[config.mk]
export PLATFORM = sky130hd
export DESIGN_NAME = cpu_control_unit
export DESIGN_NICKNAME = d
export VERILOG_FILES = /design/src/rtl/cpu_ctrl_pkg.sv /design/src/rtl/cpu_ctrl_decode.sv /design/src/rtl/cpu_control_unit.sv
export SDC_FILE = /design/constraint.sdc
export NUM_CORES = 1
export LEC_CHECK = 0
export CELL_PAD_IN_SITES_DETAIL_PLACEMENT = 1
export CELL_PAD_IN_SITES_GLOBAL_PLACEMENT = 1
export CORE_MARGIN = 8
export CORE_UTILIZATION = 24
export CTS_BUF_LIST = sky130_fd_sc_hd__clkbuf_4
export DETAILED_ROUTE_END_ITERATION = 8
export PLACE_DENSITY_LB_ADDON = 0.1
export SLEW_MARGIN = 15
export SYNTH_ARGS = -nofsm -noshare
export SYNTH_HDL_FRONTEND = slang
export SYNTH_HIERARCHICAL = 1
export SYNTH_SLANG_ARGS = --single-unit
[constraint.sdc]
create_clock -name Clock_i -period 3.1 [get_ports Clock_i]
set_input_delay 0.775 -clock Clock_i [delete_from_list [all_inputs] [get_ports Clock_i]]
set_output_delay 0.775 -clock Clock_i [all_outputs]
set_load 0.05 [all_outputs]
[src/rtl/cpu_ctrl_pkg.sv]
`default_nettype none
// ============================================================================
// cpu_ctrl_pkg : opcodes, ALU encodings, sequencer states and IR field map
//                shared by the hardwired control unit.
// Revision     : 1.0
// ============================================================================
package cpu_ctrl_pkg;

    localparam int OP_W  = 5;
    localparam int ALU_W = 5;

    localparam int IR_OP_MSB = 31;
    localparam int IR_OP_LSB = 27;
    localparam int IR_RA_MSB = 26;
    localparam int IR_RA_LSB = 23;
    localparam int IR_RB_MSB = 22;
    localparam int IR_RB_LSB = 19;
    localparam int IR_RC_MSB = 18;
    localparam int IR_RC_LSB = 15;
    localparam int IR_C_MSB  = 18;
    localparam int IR_C_LSB  = 0;

    localparam logic [OP_W-1:0] OP_LD   = 5'b00000;
    localparam logic [OP_W-1:0] OP_LDI  = 5'b00001;
    localparam logic [OP_W-1:0] OP_ST   = 5'b00010;
    localparam logic [OP_W-1:0] OP_ADD  = 5'b00011;
    localparam logic [OP_W-1:0] OP_SUB  = 5'b00100;
    localparam logic [OP_W-1:0] OP_SHR  = 5'b00101;
    localparam logic [OP_W-1:0] OP_SHL  = 5'b00110;
    localparam logic [OP_W-1:0] OP_ROR  = 5'b00111;
    localparam logic [OP_W-1:0] OP_ROL  = 5'b01000;
    localparam logic [OP_W-1:0] OP_AND  = 5'b01001;
    localparam logic [OP_W-1:0] OP_OR   = 5'b01010;
    localparam logic [OP_W-1:0] OP_ADDI = 5'b01011;
    localparam logic [OP_W-1:0] OP_ANDI = 5'b01100;
    localparam logic [OP_W-1:0] OP_ORI  = 5'b01101;
    localparam logic [OP_W-1:0] OP_MUL  = 5'b01110;
    localparam logic [OP_W-1:0] OP_DIV  = 5'b01111;
    localparam logic [OP_W-1:0] OP_NEG  = 5'b10000;
    localparam logic [OP_W-1:0] OP_NOT  = 5'b10001;
    localparam logic [OP_W-1:0] OP_NOP  = 5'b11010;
    localparam logic [OP_W-1:0] OP_HALT = 5'b11011;

    localparam logic [ALU_W-1:0] ALU_NONE = 5'b00000;
    localparam logic [ALU_W-1:0] ALU_ADD  = 5'b00011;
    localparam logic [ALU_W-1:0] ALU_AND  = 5'b01001;
    localparam logic [ALU_W-1:0] ALU_OR   = 5'b01010;

    typedef enum logic [3:0] {
        ST_RESET = 4'd0,
        ST_T0    = 4'd1,
        ST_T1    = 4'd2,
        ST_T2    = 4'd3,
        ST_T3    = 4'd4,
        ST_T4    = 4'd5,
        ST_T5    = 4'd6,
        ST_T6    = 4'd7,
        ST_T7    = 4'd8,
        ST_HALT  = 4'd9
    } state_t;

    typedef enum logic [3:0] {
        CLS_ALU3    = 4'd0,
        CLS_UNARY   = 4'd1,
        CLS_IMM     = 4'd2,
        CLS_MULDIV  = 4'd3,
        CLS_LD      = 4'd4,
        CLS_LDI     = 4'd5,
        CLS_ST      = 4'd6,
        CLS_NOP     = 4'd7,
        CLS_HALT    = 4'd8,
        CLS_ILLEGAL = 4'd9
    } instr_class_t;

    typedef struct packed {
        logic pc_out;
        logic zlow_out;
        logic zhigh_out;
        logic mdr_out;
        logic c_out;
        logic ba_out;
        logic r_out;
        logic mar_in;
        logic pc_in;
        logic mdr_in;
        logic ir_in;
        logic y_in;
        logic r_in;
        logic hi_in;
        logic lo_in;
        logic zlow_in;
        logic zhigh_in;
        logic gra;
        logic grb;
        logic grc;
        logic inc_pc;
        logic read;
        logic write;
        logic run;
    } ctrl_t;

endpackage
`default_nettype wire

[src/rtl/cpu_ctrl_decode.sv]
`default_nettype none
// ============================================================================
// cpu_ctrl_decode : combinational opcode -> instruction class and ALU_op map.
// Revision        : 1.0
// ============================================================================
module cpu_ctrl_decode
    import cpu_ctrl_pkg::*;
#(
    parameter int OPW  = OP_W,
    parameter int ALUW = ALU_W
) (
    input  logic [OPW-1:0]  opcode_i,
    output logic [3:0]      class_o,
    output logic [ALUW-1:0] alu_op_o
);

    instr_class_t cls;
    logic [ALUW-1:0] alu_op;

    always_comb begin
        cls    = CLS_ILLEGAL;
        alu_op = ALUW'(ALU_NONE);
        case (opcode_i)
            OP_LD: begin
                cls    = CLS_LD;
                alu_op = ALUW'(ALU_ADD);
            end
            OP_LDI: begin
                cls    = CLS_LDI;
                alu_op = ALUW'(ALU_ADD);
            end
            OP_ST: begin
                cls    = CLS_ST;
                alu_op = ALUW'(ALU_ADD);
            end
            OP_ADD, OP_SUB, OP_SHR, OP_SHL, OP_ROR, OP_ROL, OP_AND, OP_OR: begin
                cls    = CLS_ALU3;
                alu_op = ALUW'(opcode_i);
            end
            // Immediate forms reuse the register-register ALU operation.
            OP_ADDI: begin
                cls    = CLS_IMM;
                alu_op = ALUW'(ALU_ADD);
            end
            OP_ANDI: begin
                cls    = CLS_IMM;
                alu_op = ALUW'(ALU_AND);
            end
            OP_ORI: begin
                cls    = CLS_IMM;
                alu_op = ALUW'(ALU_OR);
            end
            OP_MUL, OP_DIV: begin
                cls    = CLS_MULDIV;
                alu_op = ALUW'(opcode_i);
            end
            OP_NEG, OP_NOT: begin
                cls    = CLS_UNARY;
                alu_op = ALUW'(opcode_i);
            end
            OP_NOP:  cls = CLS_NOP;
            OP_HALT: cls = CLS_HALT;
            default: cls = CLS_ILLEGAL;
        endcase
    end

    assign class_o  = cls;
    assign alu_op_o = alu_op;

endmodule
`default_nettype wire

[src/rtl/cpu_control_unit.sv]
`default_nettype none
// ============================================================================
// cpu_control_unit : hardwired fetch/decode/execute sequencer that drives the
//                    single-bus datapath strobes, with memory ready handshake.
// Revision         : 1.0
// ============================================================================
module cpu_control_unit
    import cpu_ctrl_pkg::*;
#(
    parameter int OPW  = OP_W,
    parameter int ALUW = ALU_W
) (
    input  logic            Clock_i,
    input  logic            Clear_i,
    input  logic [31:0]     IR_i,
    input  logic            MemRdy_i,
    input  logic            Stop_i,
    output logic            PCout_o,
    output logic            Zlowout_o,
    output logic            ZHighout_o,
    output logic            MDRout_o,
    output logic            Cout_o,
    output logic            BAout_o,
    output logic            Rout_o,
    output logic            MARin_o,
    output logic            PCin_o,
    output logic            MDRin_o,
    output logic            IRin_o,
    output logic            Yin_o,
    output logic            Rin_o,
    output logic            HIin_o,
    output logic            LOin_o,
    output logic            ZLowIn_o,
    output logic            ZHighIn_o,
    output logic            Gra_o,
    output logic            Grb_o,
    output logic            Grc_o,
    output logic            IncPC_o,
    output logic            Read_o,
    output logic            Write_o,
    output logic [ALUW-1:0] ALU_op_o,
    output logic            Run_o
);

    state_t          state_q;
    state_t          state_d;
    state_t          done_state;
    instr_class_t    cls;
    logic [3:0]      dec_class;
    logic [ALUW-1:0] dec_alu_op;
    logic [OPW-1:0]  opcode;
    ctrl_t           ctrl;
    logic [ALUW-1:0] alu_op;
    logic            unused_ir;

    assign opcode = IR_i[IR_OP_MSB -: OPW];
    // Operand fields are consumed by the external register select/encode logic.
    assign unused_ir = ^{IR_i[IR_RA_MSB:IR_RA_LSB], IR_i[IR_RB_MSB:IR_RB_LSB],
                         IR_i[IR_RC_MSB:IR_RC_LSB], IR_i[IR_C_MSB:IR_C_LSB]};

    cpu_ctrl_decode #(
        .OPW  (OPW),
        .ALUW (ALUW)
    ) u_decode (
        .opcode_i (opcode),
        .class_o  (dec_class),
        .alu_op_o (dec_alu_op)
    );

    assign cls = instr_class_t'(dec_class);

    always_ff @(posedge Clock_i or negedge Clear_i) begin
        if (!Clear_i) begin
            state_q <= ST_RESET;
        end else begin
            state_q <= state_d;
        end
    end

    always_comb begin
        done_state = Stop_i ? ST_HALT : ST_T0;
        state_d    = state_q;
        case (state_q)
            ST_RESET: state_d = done_state;
            ST_T0:    state_d = ST_T1;
            ST_T1:    state_d = MemRdy_i ? ST_T2 : ST_T1;
            ST_T2:    state_d = ST_T3;
            ST_T3: begin
                case (cls)
                    CLS_NOP:               state_d = done_state;
                    CLS_HALT, CLS_ILLEGAL: state_d = ST_HALT;
                    default:               state_d = ST_T4;
                endcase
            end
            ST_T4: begin
                case (cls)
                    CLS_UNARY: state_d = done_state;
                    CLS_ALU3, CLS_IMM, CLS_MULDIV,
                    CLS_LDI, CLS_LD, CLS_ST: state_d = ST_T5;
                    default:   state_d = ST_HALT;
                endcase
            end
            ST_T5: begin
                case (cls)
                    CLS_ALU3, CLS_IMM, CLS_LDI: state_d = done_state;
                    CLS_MULDIV, CLS_LD, CLS_ST: state_d = ST_T6;
                    default:                    state_d = ST_HALT;
                endcase
            end
            ST_T6: begin
                case (cls)
                    CLS_MULDIV: state_d = done_state;
                    CLS_LD:     state_d = MemRdy_i ? ST_T7 : ST_T6;
                    CLS_ST:     state_d = ST_T7;
                    default:    state_d = ST_HALT;
                endcase
            end
            ST_T7: begin
                case (cls)
                    CLS_LD:  state_d = done_state;
                    CLS_ST:  state_d = MemRdy_i ? done_state : ST_T7;
                    default: state_d = ST_HALT;
                endcase
            end
            ST_HALT:  state_d = ST_HALT;
            default:  state_d = ST_HALT;
        endcase
    end

    always_comb begin
        ctrl     = '0;
        alu_op   = '0;
        ctrl.run = (state_q != ST_RESET) && (state_q != ST_HALT);
        if ((state_q == ST_T3) || (state_q == ST_T4) || (state_q == ST_T5) ||
            (state_q == ST_T6) || (state_q == ST_T7)) begin
            alu_op = dec_alu_op;
        end
        case (state_q)
            ST_T0: begin
                ctrl.pc_out  = 1'b1;
                ctrl.mar_in  = 1'b1;
                ctrl.inc_pc  = 1'b1;
                ctrl.zlow_in = 1'b1;
            end
            // Read stays up while waiting; latches fire only in the ready cycle.
            ST_T1: begin
                ctrl.read     = 1'b1;
                ctrl.mdr_in   = MemRdy_i;
                ctrl.zlow_out = MemRdy_i;
                ctrl.pc_in    = MemRdy_i;
            end
            ST_T2: begin
                ctrl.mdr_out = 1'b1;
                ctrl.ir_in   = 1'b1;
            end
            ST_T3: begin
                case (cls)
                    CLS_ALU3, CLS_IMM: begin
                        ctrl.grb = 1'b1; ctrl.r_out = 1'b1; ctrl.y_in = 1'b1;
                    end
                    CLS_UNARY: begin
                        ctrl.grb = 1'b1; ctrl.r_out = 1'b1; ctrl.zlow_in = 1'b1;
                    end
                    CLS_MULDIV: begin
                        ctrl.gra = 1'b1; ctrl.r_out = 1'b1; ctrl.y_in = 1'b1;
                    end
                    CLS_LDI, CLS_LD, CLS_ST: begin
                        ctrl.grb = 1'b1; ctrl.ba_out = 1'b1; ctrl.y_in = 1'b1;
                    end
                    default: ;
                endcase
            end
            ST_T4: begin
                case (cls)
                    CLS_ALU3: begin
                        ctrl.grc = 1'b1; ctrl.r_out = 1'b1; ctrl.zlow_in = 1'b1;
                    end
                    CLS_UNARY: begin
                        ctrl.zlow_out = 1'b1; ctrl.gra = 1'b1; ctrl.r_in = 1'b1;
                    end
                    CLS_IMM, CLS_LDI, CLS_LD, CLS_ST: begin
                        ctrl.c_out = 1'b1; ctrl.zlow_in = 1'b1;
                    end
                    CLS_MULDIV: begin
                        ctrl.grb      = 1'b1; ctrl.r_out   = 1'b1;
                        ctrl.zhigh_in = 1'b1; ctrl.zlow_in = 1'b1;
                    end
                    default: ;
                endcase
            end
            ST_T5: begin
                case (cls)
                    CLS_ALU3, CLS_IMM, CLS_LDI: begin
                        ctrl.zlow_out = 1'b1; ctrl.gra = 1'b1; ctrl.r_in = 1'b1;
                    end
                    CLS_MULDIV: begin
                        ctrl.zlow_out = 1'b1; ctrl.lo_in = 1'b1;
                    end
                    CLS_LD, CLS_ST: begin
                        ctrl.zlow_out = 1'b1; ctrl.mar_in = 1'b1;
                    end
                    default: ;
                endcase
            end
            ST_T6: begin
                case (cls)
                    CLS_MULDIV: begin
                        ctrl.zhigh_out = 1'b1; ctrl.hi_in = 1'b1;
                    end
                    CLS_LD: begin
                        ctrl.read = 1'b1; ctrl.mdr_in = MemRdy_i;
                    end
                    CLS_ST: begin
                        ctrl.gra = 1'b1; ctrl.r_out = 1'b1; ctrl.mdr_in = 1'b1;
                    end
                    default: ;
                endcase
            end
            ST_T7: begin
                case (cls)
                    CLS_LD: begin
                        ctrl.mdr_out = 1'b1; ctrl.gra = 1'b1; ctrl.r_in = 1'b1;
                    end
                    CLS_ST:  ctrl.write = 1'b1;
                    default: ;
                endcase
            end
            default: ;
        endcase
    end

    assign PCout_o    = ctrl.pc_out;
    assign Zlowout_o  = ctrl.zlow_out;
    assign ZHighout_o = ctrl.zhigh_out;
    assign MDRout_o   = ctrl.mdr_out;
    assign Cout_o     = ctrl.c_out;
    assign BAout_o    = ctrl.ba_out;
    assign Rout_o     = ctrl.r_out;
    assign MARin_o    = ctrl.mar_in;
    assign PCin_o     = ctrl.pc_in;
    assign MDRin_o    = ctrl.mdr_in;
    assign IRin_o     = ctrl.ir_in;
    assign Yin_o      = ctrl.y_in;
    assign Rin_o      = ctrl.r_in;
    assign HIin_o     = ctrl.hi_in;
    assign LOin_o     = ctrl.lo_in;
    assign ZLowIn_o   = ctrl.zlow_in;
    assign ZHighIn_o  = ctrl.zhigh_in;
    assign Gra_o      = ctrl.gra;
    assign Grb_o      = ctrl.grb;
    assign Grc_o      = ctrl.grc;
    assign IncPC_o    = ctrl.inc_pc;
    assign Read_o     = ctrl.read;
    assign Write_o    = ctrl.write;
    assign Run_o      = ctrl.run;
    assign ALU_op_o   = alu_op;

endmodule
`default_nettype wire

## Word level (Yosys, flattened, before mapping)

Index checks and enable logic that the tools add are counted.

| cells by class | value |
|---|---|
| reduce and logical (&&, ||, !) cells | 25 |
| equal/unequal tests | 37 |
| muxes and demuxes | 48 |

Operator list:

| cell | number |
|---|---|
| $pmux 4 s9 | 2 |
| $eq 5x4->1 const B | 8 |
| $eq 4x3->1 const B | 8 |
| $pmux 4 s2 | 4 |
| $mux 1 | 25 |
| $eq 5x3->1 const B | 4 |
| $eq 5x5->1 const B | 4 |
| $pmux 5 s4 | 1 |
| $eq 4x2->1 const B | 4 |
| $eq 4x4->1 const B | 3 |
| $mux 4 | 3 |
| $pmux 1 s2 | 6 |
| $pmux 1 s3 | 4 |
| $pmux 4 s3 | 1 |
| $reduce_or 12->1 | 1 |
| $reduce_or 3->1 | 4 |
| $reduce_or 4->1 | 3 |
| $reduce_or 6->1 | 2 |
| $eq 5x2->1 const B | 2 |
| $reduce_or 2->1 | 5 |
| $eq 4x1->1 const B | 2 |
| $logic_not 4->1 | 2 |
| $reduce_or 8->1 | 1 |
| $eq 5x1->1 const B | 1 |
| other kinds (7) | 10 |

| storage, ports and cells | value |
|---|---|
| output and inout bits | 29 |
| bits of input ports | 36 |
| register bits after elaboration | 4 |

## Longest topological paths before layout

Gate-level depths: netlist of the first run.

| depth | value |
|---|---|
| depth in word-level cells | 7 |
| mapped depth | 9 |

## Cells and area by module

Netlist of the first run, hierarchy kept.

By module, submodules not included:

| module | instances | cells an instance | area an instance (um^2) |
|---|---|---|---|
| cpu_control_unit | 1 | 129 | 892.1 |
| cpu_ctrl_decode | 1 | 34 | 241.5 |

## Worst setup path before layout of the first run

OpenSTA, ideal clock, no wires.

| timing path | value |
|---|---|
| kind | input-to-output |
| from | in IR_i[29] |
| to | out ZHighout_o |
| cell stages on the path | 8 |
| slack | -1.420 ns |
| data required time | 2.325 ns |
| path buffers | 3 |
| data arrival time | 3.745 ns |
| path through | buf_6 nor2_1 a21oi_1 o21ai_1 buf_6 nand2_1 nor4_1 buf_4 |

| between the ends | value |
|---|---|
| cells in the longest elaborated chain, start to end | 6 |
| elaborated cells between the ends (all ways) | 28 |

RTL lines:

| element | RTL line | text |
|---|---|---|
| start: declaration | cpu_control_unit.sv:15 | `input logic [31:0] IR_i,` |
| $eq 5x2->1 (tied with other cells) | cpu_ctrl_decode.sv:23 | `case (opcode_i)` |
| $reduce_or 8->1 (tied with other cells) | -- |  |
| $pmux 4 s9 (*) | cpu_ctrl_decode.sv:23 |  |
| named net cls[0] | cpu_control_unit.sv:48 | `instr_class_t cls;` |
| $eq 4x2->1 (*) | -- |  |
| $mux 1 (*) (2 in series) | -- |  |
| end: declaration | cpu_control_unit.sv:20 | `output logic ZHighout_o,` |

Mark *: on every way through the listed nets, which the timed path passes. The rest lies on a longest branch.

## Final worst setup path of the first run

| timing path | value |
|---|---|
| from | in IR_i[31] |
| to | out Gra_o |

| between the ends | value |
|---|---|
| cells in the longest elaborated chain, start to end | 7 |
| elaborated cells between the ends (all ways) | 39 |

RTL lines:

| element | RTL line | text |
|---|---|---|
| $eq 5x2->1 (tied with other cells) | cpu_ctrl_decode.sv:23 |  |
| $reduce_or 8->1 (tied with other cells) | -- |  |
| $pmux 4 s9 (*) | cpu_ctrl_decode.sv:23 |  |
| named net cls[2] | cpu_control_unit.sv:48 |  |
| $eq 4x2->1 (tied with other cells) | cpu_control_unit.sv:192 | `case (cls)` |
| $reduce_or 3->1 | cpu_control_unit.sv:192 |  |
| $mux 1 | cpu_control_unit.sv:192 |  |
| $pmux 1 s5 (*) | cpu_control_unit.sv:138 | `case (state_q)` |
| end: declaration | cpu_control_unit.sv:35 | `output logic Gra_o,` |

Marks and branches as above.

==> results of run 1 <==
cell usage after synthesis, types with 2 or more instances:
cell type,number
o21ai_1,4
o211ai_1,3
o21a_1,3
and3b_1,2
clkbuf_1,2
a2bb2oi_1,2
buf_6,5
nor3_2,2
o311ai_0,2
a21oi_1,8
dfrtp_1,4
or2b_1,2
or3_1,2
and3_1,2
a2111oi_2,2
o21ai_0,4
inv_1,9
buf_4,4
nor4_1,2
buf_2,6
nand3_1,5
nand4_1,3
nand3b_1,2
nor3b_1,5
o22ai_1,3
nor2_1,15
nand2_1,11
nor3_1,5
a31oi_1,4
and2b_1,3
xor2_1,2
nand2b_1,5
nor2b_1,11
worst max-delay path, cell delays in order:
cell	delay (ns)
buf_12	0.11
xor2_4	0.19
a2111oi_4	0.27
buf_4	0.20
buf_6	0.13
nor3b_4	0.05
o211ai_1	0.30
o311ai_4	0.17
a31o_4	0.24
buf_12	0.14
cells in the final DEF (no fill, tap or decap), drive strengths merged, types with 3 or more instances in the layout:
cell type and count:
buf 100, nor2 15, nor2b 11, nand2 11, inv 9, a21oi 8, o21ai 8, nor3 7
clkdlybuf4s50 6, nand3 5, nand2b 5, nor3b 5, dfrtp 4, a31oi 4, clkbuf 4, o22ai 4
o211ai 3, nand4 3, and2b 3, o21a 3, o311ai 3
final cells by class:
| type | instances | area, um2 |
|---|---|---|
| flip-flops and latches | 4 | 100 |
| multi-input cells | 133 | 1270 |
| fillers | 506 | 1940 |
| clock buffers | 3 | 22.5 |
| inverters | 9 | 33.8 |
| repair buffers | 107 | 1200 |
| well taps | 54 | 67.6 |
power groups by stage:
stage / sequential, uW / clock (uW) / combinational, uW
after global routing: 95.2 / 68.4 / 607
after CTS: 90.5 / 64.2 / 543
after detailed placement: 91.1 / 0 / 478
after floorplan: 67.8 / 0 / 319
after global placement: 89.7 / 0 / 467
final: 92.5 / 61.2 / 575
worst min-delay path by stage:
stage | startpoint | end | slack [ns] | cells past startpoint
floorplan | Clear_i | state_q[0]$_DFF_PN0_ | 0.48 | 0
global placement | state_q[0]$_DFF_PN0_ | state_q[1]$_DFF_PN0_ | 0.76 | 3
detailed placement | state_q[0]$_DFF_PN0_ | state_q[1]$_DFF_PN0_ | 0.76 | 3
CTS | Clear_i | state_q[2]$_DFF_PN0_ | 0.74 | 1
global route | Clear_i | state_q[2]$_DFF_PN0_ | 0.75 | 1
finish | Clear_i | state_q[2]$_DFF_PN0_ | 0.75 | 1
cells by family after synthesis:
kind of cell,share of synthesized area [%]
flip-flops,8.83
AO/OA/AOI/OAI,31.2
XOR/XNOR,1.55
buffers and inverters,13.9
AND/OR/NAND/NOR,44.5
routing by layer:
layer,GRT usage (%),vias up,wire (um)
li1,-,786,-
met1,17.7,837,2450
met2,34.1,39,3420
met3,1.76,15,191
met4,6.96,0,183
met5,0,-,0
repair_timing:
item	in CTS	in global routing
endpoints found under the setup margin	21	19
endpoints found under the hold margin	0	0
hold buffers	0	0
setup buffers	22	2
pin swaps	23	13
gates resized for setup	71	22
gates cloned	0	0
stage by stage:
step / hold slack [ns] / util [%] / cell area (um2)
floorplan: 0.479 / - / 1340
global placement: 0.757 / 48.2 / 2230
detailed placement: 0.755 / 48.2 / 2230
CTS: 0.744 / 56.4 / 2610
global route: 0.747 / 58.1 / 2690
finish: 0.746 / 58.1 / 2690
==> flow_metrics.tcl, run 1 <==
set metrics [dict create \
    initial_core_util_pct 24.5 \
    power_frac_comb_pct 78.9 \
    switching_share_pct 50.2 \
    antenna_found_initial 0 \
    syn-num-nets 199 \
    synth_seq_cells 4 \
    synthDistinctLibCells 52 \
    timing.final.ws_setup_ns -0.255 \
    r2r-start "state_q[2]$_DFF_PN0_" \
    core_area_um2 4630 \
    switchingPower_uw 366 \
    startpoint "IR_i[31]" \
    final_antenna_net_count 0 \
    finalMaxSlewViolations 0 \
    clock_latency_ns 0.23 \
    cts.path.max_buffers 2 \
    cts_tree "built" \
    crit_path_start_kind "input port" \
    htreeDepth 1 \
    largest_register_ffs 4 \
    setup_viol 17 \
    grt_max_degree 19 \
    fmax_mhz 298 \
    yosysTopAreaCellShare_pct 8.83 \
    period_minus_slack_ns 3.36 \
    top_register "state_q" \
    hold_class "input port to asynchronous set/reset pin" \
    skew_ns 0.00152 \
    internal-power_uw 363 \
    dp_cells 287 \
    port_buffers 37 \
    grt.total_usage_pct 17.2 \
    numCtsBuffers 3 \
    grt_pass1_vias 1922 \
    p_leak_uw 0.00118 \
    clk_pin_slew_ns 0.04 \
    finalPower_uw 729 \
    ir_drop_v 0.000234 \
    tightestPinTransition_ns 0.589 \
    seq_power_share_pct 12.7 \
    rows 25 \
    pre_cts_ws_ns -0.829 \
    status "complete, but fails checks" \
    fin_nets 294 \
    viasPerCell 5.41 \
    fin_tns_setup_ns -2.14 \
    rsz0062_at_grt "true" \
    slew_headroom_pct 60.5 \
    drv_cap 0 \
    firstDrtPassIters 4 \
    antenna_cells 0 \
    drive_above_1_share_pct 61.3 \
    die_area_um2 7180 \
    largestRegisters "state_q: 4 flops" \
    finalNonFillerCells 310 \
    endpoint_kind "output port" \
    synth_area_um2 1130 \
    avgSynthCellArea_um2 6.95 \
    cp_data_required_time_ns 2.32 \
    wirelength_um 6240 \
    cts_sinks 4 \
    synthFlopType "dfrtp_1" \
    endpoint "Gra_o" \
    p_per_area_nw_per_um2 271 \
    r2r_slack_ns 1.03 \
    crit_arrival_ns 2.58 \
    synthArstFlopShare_pct 100 \
    die_h_um 84.7 \
    synth_edf_count 0 \
    violations "negative setup slack" \
    critPathKind "input port to output port" \
    reg2reg_depth 4 \
    place_hpwl_um 4140 \
    finalCritPeriodShare_pct 108 \
    netlist.top_cell.by_area "dfrtp_1" \
    remaining_drc_errors 0 \
    drtIter0Drc 81 \
    vias 1677 \
    yosysSeqAreaShare_pct 8.83 \
    syn_inst 163 \
    pwr-share-clk_pct 8.4 \
    cts-root-buf "clkbuf_4" \
    cp_max_fo 6 \
    routabilityCongestion 0.865 \
    io_pins 65 \
    synth.area.top_cells "dfrtp_1, nor2b_1, buf_6" \
    hold_viol 0 \
    yosysWarnings 6 \
    r2r-end "state_q[3]$_DFF_PN0_" \
    routedWlPerCell_um 20.1 \
    grt-ovfl-total 0 \
    die-width_um 84.7 \
    grt_pass1_wl_um 10100 \
    areaGrowthSynthToFinish_pct 137 \
]
Note: power is estimated with default switching activity, not from simulation.
==> run 2: changes to the inputs <==
--- a/config.mk
+++ b/config.mk
@@ -5,9 +5,10 @@
 export SDC_FILE = /design/constraint.sdc
 export NUM_CORES = 1
 export LEC_CHECK = 0
+export ABC_CLOCK_PERIOD_IN_PS = 3100
 export CELL_PAD_IN_SITES_DETAIL_PLACEMENT = 1
 export CELL_PAD_IN_SITES_GLOBAL_PLACEMENT = 1
-export CORE_MARGIN = 8
+export CORE_MARGIN = 2
 export CORE_UTILIZATION = 24
 export CTS_BUF_LIST = sky130_fd_sc_hd__clkbuf_4
 export DETAILED_ROUTE_END_ITERATION = 8
==> flow_metrics.tcl, run 2 (same netlist as run 1, synthesis figures left out) <==
set metrics [dict create \
    die-width_um 72.7 \
    r2r-end "state_q[3]$_DFF_PN0_" \
    clk_pin_slew_ns 0.04 \
    startpoint "IR_i[30]" \
    io_pins 65 \
    cts_sinks 4 \
    violations "negative setup slack" \
    areaGrowthSynthToFinish_pct 119 \
    place_hpwl_um 3840 \
    final_cell_mix "buf_4, buf_12, buf_6, nor2b_1" \
    final_common_cell "buf_4" \
    path_buf_inv 4 \
    timing.final.ws_setup_ns -0.232 \
    cp_max_fo 6 \
    fin_nets 277 \
    power_frac_comb_pct 78.0 \
    largest_register_ffs 4 \
    switchingPower_uw 350 \
    grt-ovfl-total 0 \
    hold_buffers 0 \
    cp_data_required_time_ns 2.32 \
    path_depth 11 \
    crit_chain "buf_12, nor2_4, nor2_2, a2111oi_4, buf_6, buf_6, nor3b_1, o211ai_1, o311ai_4, a31o_4, buf_12" \
    skew_ns 0.000384 \
    r2r_slack_ns 1.07 \
    critPathKind "input port to output port" \
    wirelength_um 5180 \
    vias 1572 \
    finalMaxSlewViolations 0 \
    antenna_found_initial 0 \
    p_per_area_nw_per_um2 275 \
    finalCritPeriodShare_pct 107 \
    p_leak_uw 0.00103 \
    tightestPinTransition_ns 0.613 \
    seq_power_share_pct 12.9 \
    fin_tns_setup_ns -1.81 \
    htreeDepth 1 \
    timing.hold.ws_ns 0.743 \
    die_area_um2 5290 \
    rows 25 \
    routabilityCongestion 0.842 \
    crit_path_start_kind "input port" \
    period_minus_slack_ns 3.33 \
    routedWlPerCell_um 17.7 \
    cts-root-buf "clkbuf_4" \
    viasPerCell 5.37 \
    rsz0062_at_grt "true" \
    ir_drop_v 0.000162 \
    top_register "state_q" \
    hold_class "input port to asynchronous set/reset pin" \
    status "complete, but fails checks" \
    grt_pass1_wl_um 8470 \
    crit_arrival_ns 2.56 \
    critical-path-max-stage-delay_ns 0.34 \
    fmax_mhz 300 \
    endpoint "Gra_o" \
    firstDrtPassIters 4 \
    grt_max_degree 21 \
    drv_cap 0 \
    slew_headroom_pct 58.9 \
    hold_viol 0 \
    antenna_cells 0 \
    core_area_um2 4630 \
    reg2reg_depth 4 \
    clock_latency_ns 0.23 \
    final_antenna_net_count 0 \
    port_buffers 37 \
    grt.total_usage_pct 20.3 \
    cts_tree "built" \
    numCtsBuffers 3 \
    drive_above_1_share_pct 56.1 \
    die_h_um 72.7 \
    cts.path.max_buffers 2 \
    pwr-share-clk_pct 9.1 \
    cp_slowest_cell "a2111oi_4" \
    endpoint_kind "output port" \
    grt_pass1_vias 1644 \
    fillers 513 \
    internal-power_uw 333 \
    critPathTopFamily "compound AO/OA/AOI/OAI gates" \
    setup_viol 15 \
    initial_core_util_pct 24.5 \
    drtIter0Drc 113 \
    r2r-start "state_q[2]$_DFF_PN0_" \
    switching_share_pct 51.2 \
    remaining_drc_errors 0 \
    largestRegisters "state_q: 4 flops" \
]
## run 2: cell types whose count changed in the layout (fill, tap and decap cells not counted), moves of 2 or more
cell / before / now
nand2b_1: 3 / 5
buf_4: 56 / 41
nand2b_4: 2 / 0
nor3b_1: 1 / 3
## run 2: worst min path at each step
stage | startpoint | end | slack [ns]
finish | Clear_i | state_q[2]$_DFF_PN0_ | 0.74
global route | Clear_i | state_q[0]$_DFF_PN0_ | 0.75
CTS | Clear_i | state_q[0]$_DFF_PN0_ | 0.74
detailed placement | state_q[1]$_DFF_PN0_ | state_q[1]$_DFF_PN0_ | 0.75
global placement | state_q[1]$_DFF_PN0_ | state_q[1]$_DFF_PN0_ | 0.76
floorplan | Clear_i | state_q[0]$_DFF_PN0_ | 0.48
## run 2: routing by layer
layer / vias to the layer above / part of all wire [%] / track usage, %
li1: 755 / - / -
met1: 772 / 42 / 25.5
met2: 41 / 55 / 37.4
met3: 4 / 2.7 / 0.829
met4: 0 / 0.52 / 5.56
met5: - / 0 / 0
## run 2: final cells by class
class	count	area, um2	area share [%]
Tap cell	54	67.6	2.72
Inverter	9	33.8	1.36
Clock buffer	3	22.5	0.905
Sequential cell	4	100	4.02
Timing Repair Buffer	90	1050	42.1
Multi-Input combinational cell	133	1220	48.9
## run 2: timing repair
| action | in CTS | in global routing |
|---|---|---|
| gates cloned | 1 | 0 |
| gates resized for setup | 55 | 27 |
| endpoints found under the setup margin | 21 | 19 |
| pin swaps | 14 | 9 |
| setup buffers | 7 | 5 |
## run 2: worst reg2reg max path, cell delays in order, from the launching register on
cell	delay, ns
dfrtp_1	0.64
nor2b_1	0.40
nand2_1	0.36
or3_1	0.45
nand4_1	0.11
## run 2: per-stage QoR
stage               area, um2  setup slack [ns]  utilization [%]  total power (uW)  std cells
CTS                      2360            -0.181             50.9               658        290
floorplan                1340            -0.346                -               387        163
detailed placement       2170            -0.746             46.9               561        279
global placement         2170            -0.710             46.9               547        279
finish                   2490            -0.232             53.7               683        293
global route             2490            -0.297             53.7               726        293
## run 2: power by group through the flow
stage | logic [uW] | clock network, uW | registers, uW
floorplan | 319 | 0 | 67.8
global placement | 459 | 0 | 87.9
detailed placement | 472 | 0 | 89.0
CTS | 503 | 67.2 | 88.1
global route | 565 | 70.2 | 90.6
finish | 533 | 62.4 | 88.2
==> run 3: changes to the inputs <==
--- a/config.mk
+++ b/config.mk
@@ -9,12 +9,13 @@
 export CELL_PAD_IN_SITES_DETAIL_PLACEMENT = 1
 export CELL_PAD_IN_SITES_GLOBAL_PLACEMENT = 1
 export CORE_MARGIN = 2
-export CORE_UTILIZATION = 24
+export CORE_UTILIZATION = 21
 export CTS_BUF_LIST = sky130_fd_sc_hd__clkbuf_4
+export CTS_CLUSTER_SIZE = 12
 export DETAILED_ROUTE_END_ITERATION = 8
+export GPL_TIMING_DRIVEN = 0
 export PLACE_DENSITY_LB_ADDON = 0.1
 export SLEW_MARGIN = 15
 export SYNTH_ARGS = -nofsm -noshare
 export SYNTH_HDL_FRONTEND = slang
-export SYNTH_HIERARCHICAL = 1
 export SYNTH_SLANG_ARGS = --single-unit
==> flow_metrics.tcl, run 3 <==
set metrics [dict create \
    die-width_um 70.1 \
    htreeDepth 1 \
    grt-ovfl-total 0 \
    grt.total_usage_pct 15.8 \
    critPathKind "input port to output port" \
    areaGrowthSynthToFinish_pct 50.1 \
    hold_viol 0 \
    hold_class "input port to asynchronous set/reset pin" \
    finalPower_uw 815 \
    synth_edf_count 0 \
    setup_viol 0 \
    cp_data_required_time_ns 2.32 \
    period_minus_slack_ns 3.03 \
    switching_share_pct 60.2 \
    largest_register_ffs 4 \
    antenna_cells 0 \
    netlist.top_cell.by_area "dfrtp_1" \
    power_frac_comb_pct 81.3 \
    crit_path_start_kind "input port" \
    fin_nets 218 \
    final_design_area_no_fill_um2 1380 \
    cts_sinks 4 \
    finalCritPeriodShare_pct 97.7 \
    crit_arrival_ns 2.25 \
    synth-simple-area-share_pct 44.5 \
    clock_latency_ns 0.23 \
    hold_buffers 0 \
    vias 1228 \
    routedWlPerCell_um 16.6 \
    slew_headroom_pct 66.6 \
    fillers 554 \
    clk_pin_slew_ns 0.04 \
    synth_top_family_by_area "simple AND/OR/NAND/NOR gates" \
    tightestPinTransition_ns 0.500 \
    cts.path.max_buffers 2 \
    yosysWarnings 0 \
    grt_max_degree 11 \
    synth-compound-area-share_pct 30.6 \
    avgSynthCellArea_um2 6.46 \
    p_per_area_nw_per_um2 592 \
    endpoint_kind "output port" \
    viasPerCell 5.29 \
    port_buffers 34 \
    seq_power_share_pct 10.9 \
    antenna_found_initial 0 \
    synthDistinctLibCells 44 \
    timing.final.ws_setup_ns 0.0725 \
    internal-power_uw 324 \
    place_area_um2 1340 \
    critPathTopFamily "buffers and inverters" \
    remaining_drc_errors 0 \
    synth_fa_ha_area_share_pct 0 \
    cp_max_fo 10 \
    initial_core_util_pct 21.4 \
    grt_pass1_wl_um 6410 \
    fmax_mhz 330 \
    wirelength_um 3850 \
    drive_above_1_share_pct 27.8 \
    rsz0062_at_grt "false" \
    synth_seq_cells 4 \
    syn-num-nets 178 \
    largestRegisters "state_q: 4 flops" \
    crit_top_cell "nor2_1" \
    pre_cts_ws_ns -0.932 \
    drtIter0Drc 88 \
    final_antenna_net_count 0 \
    drv_cap 0 \
    finalMaxSlewViolations 0 \
    pwr-share-clk_pct 7.8 \
    critical-path-max-stage-delay_ns 0.30 \
    io_pins 65 \
    routabilityCongestion 0.819 \
    die_area_um2 4910 \
    yosysTopAreaCellShare_pct 10.9 \
    grt_pass1_vias 1256 \
    synth_commonest_cells "nor2_1, nand2_1, nor3_1" \
    cts-root-buf "clkbuf_4" \
    synthArstFlopShare_pct 100 \
    path_buf_inv 3 \
    core_area_um2 4290 \
    synth_xor_area_share_pct 0.955 \
    synthFlopType "dfrtp_1" \
    final_cell_mix "buf_2, nor2_1, nand2_1, clkdlybuf4s15_2" \
    crit_chain "dlygate4sd2_1, buf_4, nor2_1, a22oi_1, o22a_1, nor2_1, buf_2" \
    switchingPower_uw 491 \
    syn_inst 142 \
    cp_slowest_cell "dlygate4sd2_1" \
    numCtsBuffers 3 \
    die_h_um 70.1 \
    status "finished clean" \
    synth_most_common_cell "nor2_1" \
    place_hpwl_um 3020 \
    synth.area.top_cells "dfrtp_1, nor2_1, nor3_1" \
    yosysSeqAreaShare_pct 10.9 \
    p_leak_uw 0.000605 \
    skew_ns 0.00529 \
    synth.area.mux_share_pct 1.09 \
    ir_drop_v 0.000298 \
    top_register "state_q" \
    synth_area_um2 917 \
    rows 24 \
    firstDrtPassIters 4 \
    cts_tree "built" \
]
-- run 3: cell types whose count changed after synthesis, moves of 3 or more --
cell	change
a21boi_0	+4
a21oi_1	-3
and2b_1	-3
buf_6	-4
clkbuf_1	+4
nor2b_1	-7
nor3_1	+5
nor3b_1	-5
o21a_1	-3
o21ai_1	-4
-- run 3: final cells by class --
class	instances	area, um2	share of cell area [%]
multi-input combinational	115	768	55.8
timing repair buffer	35	303	22.0
sequential	4	100	7.27
buffer	16	91.3	6.64
tap	52	65.1	4.73
inverter	7	26.3	1.91
clock buffer	3	22.5	1.64
-- run 3: logic make-up (layout without fill, tap and decap cells) --
| logic type | count (synthesis) | after routing |
|---|---|---|
| AND/OR/NAND/NOR | 74 | 74 |
| multiplexers | 1 | 1 |
| XOR/XNOR | 1 | 1 |
| AO/OA/AOI/OAI | 39 | 39 |
| flip-flops | 4 | 4 |
| buffers and inverters | 23 | 61 |
-- run 3: metrics by stage --
stage               TNS, ns  utilization (%)  std cells  hold slack [ns]
global placement     -18.16             31.3        228            0.739
CTS                 -0.0341             31.8        232            0.738
detailed placement   -17.65             31.3        228            0.738
finish                    0             32.1        232            0.737
floorplan           -0.0287                -        142            0.479
global route              0             32.1        232            0.745
-- run 3: path summary, 6_finish.rpt --
kind / start / endpoint / slack, ns / depth (start not counted)
setup reg to reg: state_q[3]$_DFF_PN0_ / state_q[0]$_DFF_PN0_ / 1.37 / 5
min in group Clock_i: state_q[2]$_DFF_PN0_ / state_q[2]$_DFF_PN0_ / 0.78 / 2
max in group asynchronous: Clear_i / state_q[3]$_DFF_PN0_ / 2.20 / 1
hold / removal: Clear_i / state_q[2]$_DFF_PN0_ / 0.74 / 1
hold reg to reg: state_q[2]$_DFF_PN0_ / state_q[2]$_DFF_PN0_ / 0.78 / 2
setup / recovery: IR_i[31] / ALU_op_o[0] / 0.07 / 7
-- run 3: power by group through the flow --
stage / Clock, uW / Combinational (uW) / Sequential (uW)
6_report: 63.7 / 662 / 89.1
5_1_grt: 69.9 / 713 / 92.5
4_1_cts: 66.3 / 657 / 87.2
3_5_place_dp: 0 / 665 / 87.6
3_3_place_gp: 0 / 657 / 88.0
2_1_floorplan: 0 / 471 / 82.5
-- run 3: layer usage --
| layer | wire length (um) | track usage [%] |
|---|---|---|
| met2 | 1860 | 26.8 |
| met1 | 1830 | 22.3 |
| met5 | 0 | 0 |
| met4 | 48 | 2.78 |
| met3 | 116 | 1.01 |
-- run 3: timing repair --
item / CTS / global route
buffers inserted: 1 / 0
endpoints found under the setup margin: 26 / 17
pin swaps: 0 / 1
resized for setup: 99 / 16
-- run 3: worst register-to-register path: stages, from the launching register on --
cell      delay (ns)
dfrtp_1         0.31
clkbuf_1        0.33
clkbuf_1        0.45
nand2_1         0.18
o22ai_1         0.19
a31oi_1         0.13
==> edit, RTL diff (flow settings as in run 2) <==
The 10 states of `state_t` get a Gray code encoding in 4 bits.
--- a/src/rtl/cpu_ctrl_pkg.sv
+++ b/src/rtl/cpu_ctrl_pkg.sv
@@ -49,12 +49,12 @@
     typedef enum logic [3:0] {
-        ST_RESET = 4'd0,
-        ST_T0    = 4'd1,
-        ST_T1    = 4'd2,
-        ST_T2    = 4'd3,
-        ST_T3    = 4'd4,
-        ST_T4    = 4'd5,
-        ST_T5    = 4'd6,
-        ST_T6    = 4'd7,
-        ST_T7    = 4'd8,
-        ST_HALT  = 4'd9
+        ST_RESET = 4'b0000,
+        ST_T0    = 4'b0001,
+        ST_T1    = 4'b0011,
+        ST_T2    = 4'b0010,
+        ST_T3    = 4'b0110,
+        ST_T4    = 4'b0111,
+        ST_T5    = 4'b0101,
+        ST_T6    = 4'b0100,
+        ST_T7    = 4'b1100,
+        ST_HALT  = 4'b1101
     } state_t;
Function: same outputs for any inputs over 10 cycles, from zero or initial values; not proved beyond that.
==> edit against run 2 <==
  * The flow still finishes with violations (negative setup slack)
  * Sequential cell count unchanged
  * Largest cell class unchanged
  * Area after synthesis down 3.2%
  * Worst setup slack improved by 0.022 ns
  * Core utilization up 3.5 points
  * Largest power group unchanged
  * Worst hold slack improved by 0.0079 ns
  * Total power is 47% higher
  * Critical path depth fell by 2
  * Global-route usage is 0.22 points higher
  * Final area increased by 0.86%
  * Wire length is 4.6% higher
  * Highest routed layer unchanged
==> edit: results (changes against run 2) <==
Met1 layer wirelength in the final routing = 2087 um (was 2162 um)
Leading cell types by total area after synthesis = sky130_fd_sc_hd__dfrtp_1 (9.1%), sky130_fd_sc_hd__buf_6 (5.1%), sky130_fd_sc_hd__nand2_1 (4.4%) (was sky130_fd_sc_hd__dfrtp_1 (8.8%), sky130_fd_sc_hd__nor2b_1 (6.1%), sky130_fd_sc_hd__buf_6 (5.0%))
Measured slew at the worst slew-check pin = 0.5495 ns (was 0.6125 ns)
Antenna violations before repair = 0 (unchanged)
Worst vdd rail ir drop = 0.2205 mV (was 0.1624 mV)
Final routed wire length divided by cell count = 18.36 um (was 17.67 um)
Run status = complete, but fails checks (unchanged)
Cell at the root of the clock tree = sky130_fd_sc_hd__clkbuf_4 (unchanged)
Total number of vias = 1601 (was 1572)
Share of cells above drive strength 1 = 0.6091 (was 0.5607)
CP max stage cell = sky130_fd_sc_hd__or3b_4 (was sky130_fd_sc_hd__a2111oi_4)
Total Routing Usage GR = 0.2048 (was 0.2027)
Synth cell count leaders = sky130_fd_sc_hd__nand2_1 (13), sky130_fd_sc_hd__nor2_1 (13), sky130_fd_sc_hd__a21oi_1 (7), sky130_fd_sc_hd__nor2b_1 (7) (was sky130_fd_sc_hd__nor2_1 (15), sky130_fd_sc_hd__nand2_1 (11), sky130_fd_sc_hd__nor2b_1 (11), sky130_fd_sc_hd__inv_1 (9), sky130_fd_sc_hd__a21oi_1 (8))
Routed wl met3 = 170 um (was 142 um)
Combinational power share = 0.792 (was 0.780)
Net Count, Synth = 191 (was 199)
Largest net degree at the start of global routing = 17 (was 21)
Layout net count = 281 (was 277)
Gate family responsible for the most delay along the worst path = simple AND/OR/NAND/NOR gates (was compound AO/OA/AOI/OAI gates)
Wire length of the first global-routing pass = 8438 um (was 8473 um)
Setup WS post-layout = -0.2102 ns (was -0.2321 ns)
Leakage dissipation = 1.053 nW (was 1.032 nW)
Minimum setup slack after placement = -0.7702 ns (was -0.7459 ns)
Routed length on met2 = 3106 um (was 2846 um)
Sequential Power Share = 0.146 (was 0.129)
Violations in the final reports = negative setup slack (unchanged)
1st-pass router iterations = 5 (was 4)
Worst endpoint data arrival time = 2.54 ns (was 2.56 ns)
Via count of the first global-routing pass = 1677 (was 1644)
Sequential element share of the synthesized area = 0.09122 (was 0.08830)
Count of fill cells added during filler insertion = 497 (was 513)
Number of failing setup endpoints in the final timing report = 17 (was 15)
Largest incremental delay on the critical path = 0.44 ns (was 0.34 ns)
Clk Latency, worst-skew pair = 0.23 ns (about the same)
Placer congestion estimate = 0.7769 (was 0.8420)
DP Wirelength = 3704 um (was 3840 um)
Internal Dissipation = 0.4739 mW (was 0.3335 mW)
Count of unique library cells instantiated by Yosys = 56 (was 52)
==> edit: final cells by class <==
| class | count | area, um2 | area share |
|---|---|---|---|
| clock buffer | 3 | 22.52 | 0.008978 |
| inverter | 5 | 18.77 | 0.007481 |
| multi-input combinational | 130 | 1172 | 0.4673 |
| sequential | 4 | 100.1 | 0.03990 |
| tap | 52 | 65.06 | 0.02594 |
| timing repair buffer | 101 | 1130 | 0.4504 |
==> edit: worst paths after layout <==
check,to,cells past startpoint,slack [ns],start
worst max register to register,state_q[2],6,0.98,state_q[2]
max in group asynchronous,state_q[1],1,2.17,Clear_i
worst min-delay path,state_q[3],1,0.75,Clear_i
worst min register to register,state_q[1],1,0.76,state_q[3]
worst max-delay path,MARin_o,9,-0.21,IR_i[27]
min in group Clock_i,state_q[1],1,0.76,state_q[3]
==> edit: cells by family after synthesis <==
group           synth area share
simple gates              0.4607
compound gates            0.2942
buf+inv                   0.1197
flops                    0.09122
xor+xnor                 0.01597
mux                      0.01824
==> edit: metal layers <==
metal / vias to the layer above / global-route usage
li1: 753 / -
met1: 803 / 0.2269
met2: 41 / 0.4146
met3: 4 / 0.01125
met4: 0 / 0.05451
met5: - / 0
==> edit: metrics by stage <==
| stage | std cells | power (mW) | area [um2] | hold WS [ns] |
|---|---|---|---|---|
| global route | 295 | 1.065 | 2509 | 0.7453 |
| global placement | 271 | 0.8272 | 2034 | 0.7053 |
| finish | 295 | 1.007 | 2509 | 0.7508 |
| CTS | 290 | 0.9735 | 2422 | 0.7211 |
| floorplan | 155 | 0.5641 | 1210 | 0.4794 |
| detailed placement | 271 | 0.8437 | 2034 | 0.7108 |
==> edit: timing repair <==
item | CTS | global route
endpoints found under the setup margin | 21 | 24
pin swaps | 25 | 9
resized for setup | 80 | 13
endpoints found under the hold margin | 0 | 0
setup buffers | 17 | 6
